## src/rtl/i_cache.sv

```systemverilog
// Direct-mapped, read-only instruction cache with 4-word lines.
// Hits return the word combinationally; misses fill a whole line from the shared bus.
module i_cache #(
  parameter int INDEX_BITS = 2
) (
  input  logic        clk,
  input  logic        reset_n,
  input  logic        i_mem_read,
  input  logic [15:0] i_address,
  input  logic        bus_granted,
  input  logic        mem_ready,
  input  logic [63:0] mem_data,
  output logic        i_ready,
  output logic [15:0] i_data,
  output logic        mem_read,
  output logic [15:0] mem_addr,
  output logic [15:0] num_hit,
  output logic [15:0] num_miss
);

  localparam int LINES    = 1 << INDEX_BITS;
  localparam int TAG_BITS = 14 - INDEX_BITS;

  typedef enum logic {
    IDLE     = 1'b0,
    MEM_WAIT = 1'b1
  } state_t;

  state_t               state_reg;
  logic [LINES-1:0]     valid_reg;
  logic [TAG_BITS-1:0]  tag_mem [LINES];
  logic [63:0]          data_mem [LINES];
  logic [15:0]          mem_addr_reg;
  logic [15:0]          num_hit_reg;
  logic [15:0]          num_miss_reg;

  logic [1:0]            offset;
  logic [INDEX_BITS-1:0] index;
  logic [TAG_BITS-1:0]   tag;
  logic [INDEX_BITS-1:0] fill_index;
  logic [TAG_BITS-1:0]   fill_tag;
  logic [15:0]           line_words [4];
  logic                  hit;
  logic                  start_fill;
  logic                  fill_done;

  assign offset     = i_address[1:0];
  assign index      = i_address[INDEX_BITS+1:2];
  assign tag        = i_address[15:INDEX_BITS+2];
  assign fill_index = mem_addr_reg[INDEX_BITS+1:2];
  assign fill_tag   = mem_addr_reg[15:INDEX_BITS+2];

  genvar gi;
  generate
    for (gi = 0; gi < 4; gi++) begin : g_word
      assign line_words[gi] = data_mem[index][16*gi +: 16];
    end
  endgenerate

  assign hit        = i_mem_read && valid_reg[index] && (tag_mem[index] == tag) && (state_reg == IDLE);
  assign start_fill = i_mem_read && !hit && !bus_granted && (state_reg == IDLE);
  assign fill_done  = (state_reg == MEM_WAIT) && mem_ready;

  assign i_ready  = hit;
  assign i_data   = hit ? line_words[offset] : 16'h0000;
  assign mem_read = (state_reg == MEM_WAIT);
  assign mem_addr = mem_addr_reg;
  assign num_hit  = num_hit_reg;
  assign num_miss = num_miss_reg;

  // Reset drops state straight to IDLE, so an outstanding fill is abandoned at once.
  always_ff @(posedge clk or negedge reset_n) begin
    if (!reset_n) begin
      state_reg    <= IDLE;
      valid_reg    <= '0;
      mem_addr_reg <= 16'h0000;
      num_hit_reg  <= 16'h0000;
      num_miss_reg <= 16'h0000;
    end else begin
      if (hit && (num_hit_reg != 16'hFFFF))
        num_hit_reg <= num_hit_reg + 16'd1;
      case (state_reg)
        IDLE: begin
          if (start_fill) begin
            mem_addr_reg <= {i_address[15:2], 2'b00};
            if (num_miss_reg != 16'hFFFF)
              num_miss_reg <= num_miss_reg + 16'd1;
            state_reg <= MEM_WAIT;
          end
        end
        MEM_WAIT: begin
          if (mem_ready) begin
            valid_reg[fill_index] <= 1'b1;
            state_reg             <= IDLE;
          end
        end
        default: state_reg <= IDLE;
      endcase
    end
  end

  // Tag and data arrays carry no reset; the valid bits alone qualify them.
  always_ff @(posedge clk) begin
    if (fill_done) begin
      tag_mem[fill_index]  <= fill_tag;
      data_mem[fill_index] <= mem_data;
    end
  end

endmodule
```

## config.mk

```make
export PLATFORM = sky130hd
export DESIGN_NAME = i_cache
export DESIGN_NICKNAME = d
export VERILOG_FILES = /design/src/rtl/i_cache.sv
export SDC_FILE = /design/constraint.sdc
export NUM_CORES = 1
export LEC_CHECK = 0
export BUFFER_PORTS_ARGS = -buffer_cell sky130_fd_sc_hd__clkbuf_2
export CAP_MARGIN = 20
export CORE_ASPECT_RATIO = 1.1
export CORE_MARGIN = 5
export CORE_UTILIZATION = 40
export CTS_BUF_LIST = sky130_fd_sc_hd__clkbuf_2
export DETAILED_ROUTE_END_ITERATION = 8
export PLACE_DENSITY = 0.66
export SETUP_SLACK_MARGIN = 0.15
export SYNTH_ARGS = -nofsm -noshare
export SYNTH_HDL_FRONTEND = slang
export SYNTH_SLANG_ARGS = --single-unit
export TNS_END_PERCENT = 50
```

## constraint.sdc

```tcl
create_clock -name clk -period 8 [get_ports clk]
set_clock_uncertainty 0.05 [all_clocks]
set_input_delay 0.4 -clock clk [delete_from_list [all_inputs] [get_ports clk]]
set_output_delay 0.4 -clock clk [all_outputs]
set_load 0.05 [all_outputs]
```

==> impl_metrics.env <==
export IMPL_tightestPinTransition_ns=0.9697
export IMPL_detail_route_iter0_violations=385
export IMPL_tns_ns=0
export IMPL_clock_sinks=355
export IMPL_antenna_found_initial=4
export IMPL_largest_reg_flops=256
export IMPL_ys_seq_area_share_pct=74.29
export IMPL_fillers=2894
export IMPL_route_met3_wl_um=1664
export IMPL_die_h_um=206.3
export IMPL_grt_pass1_vias=8463
export IMPL_p_per_area_mw_per_mm2=228.4
export IMPL_clock_latency_ns=0.89
export IMPL_largest_register="data_mem"
export IMPL_finalWirelength_um=29090
export IMPL_grt_setup_unrepaired="no"
export IMPL_post_route_drc_count=0
export IMPL_area_growth_pct=20.84
export IMPL_route_met2_wl_um=14840
export IMPL_gr_usage_all_layers_pct=15.27
export IMPL_grt_max_degree=65
export IMPL_drtAntennaViolNets=0
export IMPL_critPathLaunchType="flop"
export IMPL_synthesis_area_sq_mm=0.01401
export IMPL_p_leak_nw=6.248
export IMPL_start_util_pct=40.74
export IMPL_utilization_pct=49.23
export IMPL_syn_area_per_cell_sq_um=20.69
export IMPL_path_class="reg -> out"
export IMPL_status="complete, no violations"
export IMPL_ioPinCount=151
export IMPL_slew_headroom_pct=35.12
export IMPL_critical_path_required_ns=7.55
export IMPL_drive_gt1_share_pct=40.75
export IMPL_path_clk_slew_ns=0.10
export IMPL_hold_viol=0
export IMPL_dpl_hpwl_um=17190
export IMPL_h_tree_depth=3
export IMPL_finalNetCount=1065
export IMPL_synth_main_ff_cell="edfxtp_1"
export IMPL_fin_crit_sh_pct=48.99
export IMPL_met1_length_um=12110
export IMPL_wire_per_inst_um=19.68
export IMPL_synth_edf_count=304
export IMPL_core_area_sq_mm=0.03438
export IMPL_min_period_ns=3.919
export IMPL_layout_common_cells="edfxtp_1 (304), clkbuf_2 (278), mux4_2 (90)"
export IMPL_maxCapViolations=0
export IMPL_top_regs="data_mem (256), tag_mem (48)"
export IMPL_cp_max_fo=32
export IMPL_cts_made_buffers=89
export IMPL_ys_ff_latch=355
export IMPL_avgViaCountPerCell=5.083
export IMPL_cts_root_buf="clkbuf_2"
export IMPL_synthArstFlopShare_pct=14.37
export IMPL_synth_cell_type_count=40
export IMPL_maxSlewViolCount=0
export IMPL_die_area_sq_mm=0.03886
export IMPL_gp_congestion=0.6942
export IMPL_cts_setup_buffers=0
export IMPL_syn_inst=677
export IMPL_max_freq_ghz=0.2552
export IMPL_row_count=71
export IMPL_vias=7513
export IMPL_hp_class="in -> reg"
export IMPL_cts_tree="done"
export IMPL_total_power_mw=3.865
export IMPL_clk_path_buf_depth=3
export IMPL_ys_warn_count=0
export IMPL_gr_total_overflow=0
export IMPL_dr_pass1_iters=5
export IMPL_top_layer_used="met5"
export IMPL_io_buffers=148
export IMPL_cp_end_kind="output pin"
export IMPL_arrival_ns=3.47
export IMPL_final_common_cell="edfxtp_1"
export IMPL_finalSetupViolations=0
export IMPL_grt_pass1_wl_um=46420
export IMPL_peakVddDrop_uv=84.31
export IMPL_die_x_um=188.4
==> kinds of logic (layout without fill, tap and decap cells) <==
| group | count (synthesis) | count (layout) | share of synthesized area (%) |
|---|---|---|---|
| adder cells (fa/ha/maj) | 2 | 2 | 0.1786 |
| XOR/XNOR | 40 | 40 | 2.501 |
| buffers and inverters | 42 | 402 | 1.394 |
| other | 1 | 4 | 0.02677 |
| multiplexers | 117 | 117 | 16.56 |
| flip-flops | 355 | 355 | 74.29 |
| AO/OA/AOI/OAI | 6 | 6 | 0.3037 |
| AND/OR/NAND/NOR | 114 | 114 | 4.744 |
==> layer usage <==
metal / global-route usage (%) / vias to the layer above
met4: 4.893 / 4
met2: 26.35 / 215
met1: 18.98 / 3839
met5: 0 / -
met3: 4.020 / 45
li1: - / 3410
==> layout make-up <==
class	instances	area [sq um]	area share, %
Sequential cell	355	10410	61.48
Antenna cell	2	5.005	0.02957
Clock inverter	19	187.7	1.109
Inverter	9	33.78	0.1996
Timing Repair Buffer	242	1649	9.743
Clock buffer	132	660.6	3.903
Multi-Input combinational cell	281	3436	20.30
Tap cell	438	548.0	3.238
==> worst max-delay path, cell delays in order, from the launching register on <==
cell,delay [ns]
edfxtp_1,0.39
mux4_2,0.48
xnor2_1,0.17
nand3_1,0.14
nor4_4,0.29
buf_4,0.28
nand2_2,0.40
inv_1,0.14
clkbuf_2,0.29
==> cell usage after synthesis (3+ instances only) <==
cell / instances / share of area (%)
and3_1: 22 / 0.98
buf_1: 4 / 0.11
buf_2: 9 / 0.32
buf_4: 5 / 0.27
clkbuf_1: 14 / 0.38
dfrtp_1: 51 / 9.1
edfxtp_1: 304 / 65
inv_1: 8 / 0.21
mux2_2: 18 / 1.4
mux2i_1: 9 / 0.64
mux4_2: 90 / 14
nand2_1: 14 / 0.38
nand3_1: 20 / 0.71
nand4_1: 11 / 0.49
nor2_1: 14 / 0.38
nor3_1: 9 / 0.32
nor3b_1: 4 / 0.21
nor4_1: 4 / 0.18
nor4_2: 3 / 0.27
or2_2: 4 / 0.18
xnor2_1: 23 / 1.4
xor2_1: 17 / 1.1
==> power by group <==
part	total (mW)	switching (mW)	internal, mW
Combinational	0.423	0.255	0.168
Sequential	2.18	0.0577	2.12
Clock	1.26	0.699	0.564
Total	3.86	1.01	2.85
==> worst paths after layout <==
| check | startpoint | endpoint | slack, ns | cells after the start |
|---|---|---|---|---|
| setup / recovery | tag_mem[3][5] | i_ready | 4.08 | 8 |
| hold / removal | i_mem_read | num_miss[14] | 0.14 | 5 |
| setup reg to reg | tag_mem[3][5] | mem_addr[7] | 4.67 | 8 |
| hold reg to reg | valid_reg[3] | valid_reg[3] | 0.42 | 1 |
| max in group asynchronous | reset_n | num_miss[4] | 6.73 | 4 |
| min in group asynchronous | reset_n | mem_addr[9] | 0.63 | 4 |
==> through the flow <==
step	hold slack [ns]	cell area (sq um)	std cells	setup slack, ns
2_1_floorplan	0.05441	14010	678	0.8149
3_3_place_gp	0.3958	15270	1245	3.822
3_5_place_dp	0.4000	15270	1245	3.743
4_1_cts	0.02380	16920	1476	3.890
5_1_grt	0.1047	16930	1478	3.749
6_report	0.1382	16930	1478	4.081
==> timing repair <==
item                                   CTS  global route
gates resized for setup                  0             0
hold buffers                            80             0
endpoints found under the hold margin  334             0
No activity file was read; power rests on OpenSTA's default activity.
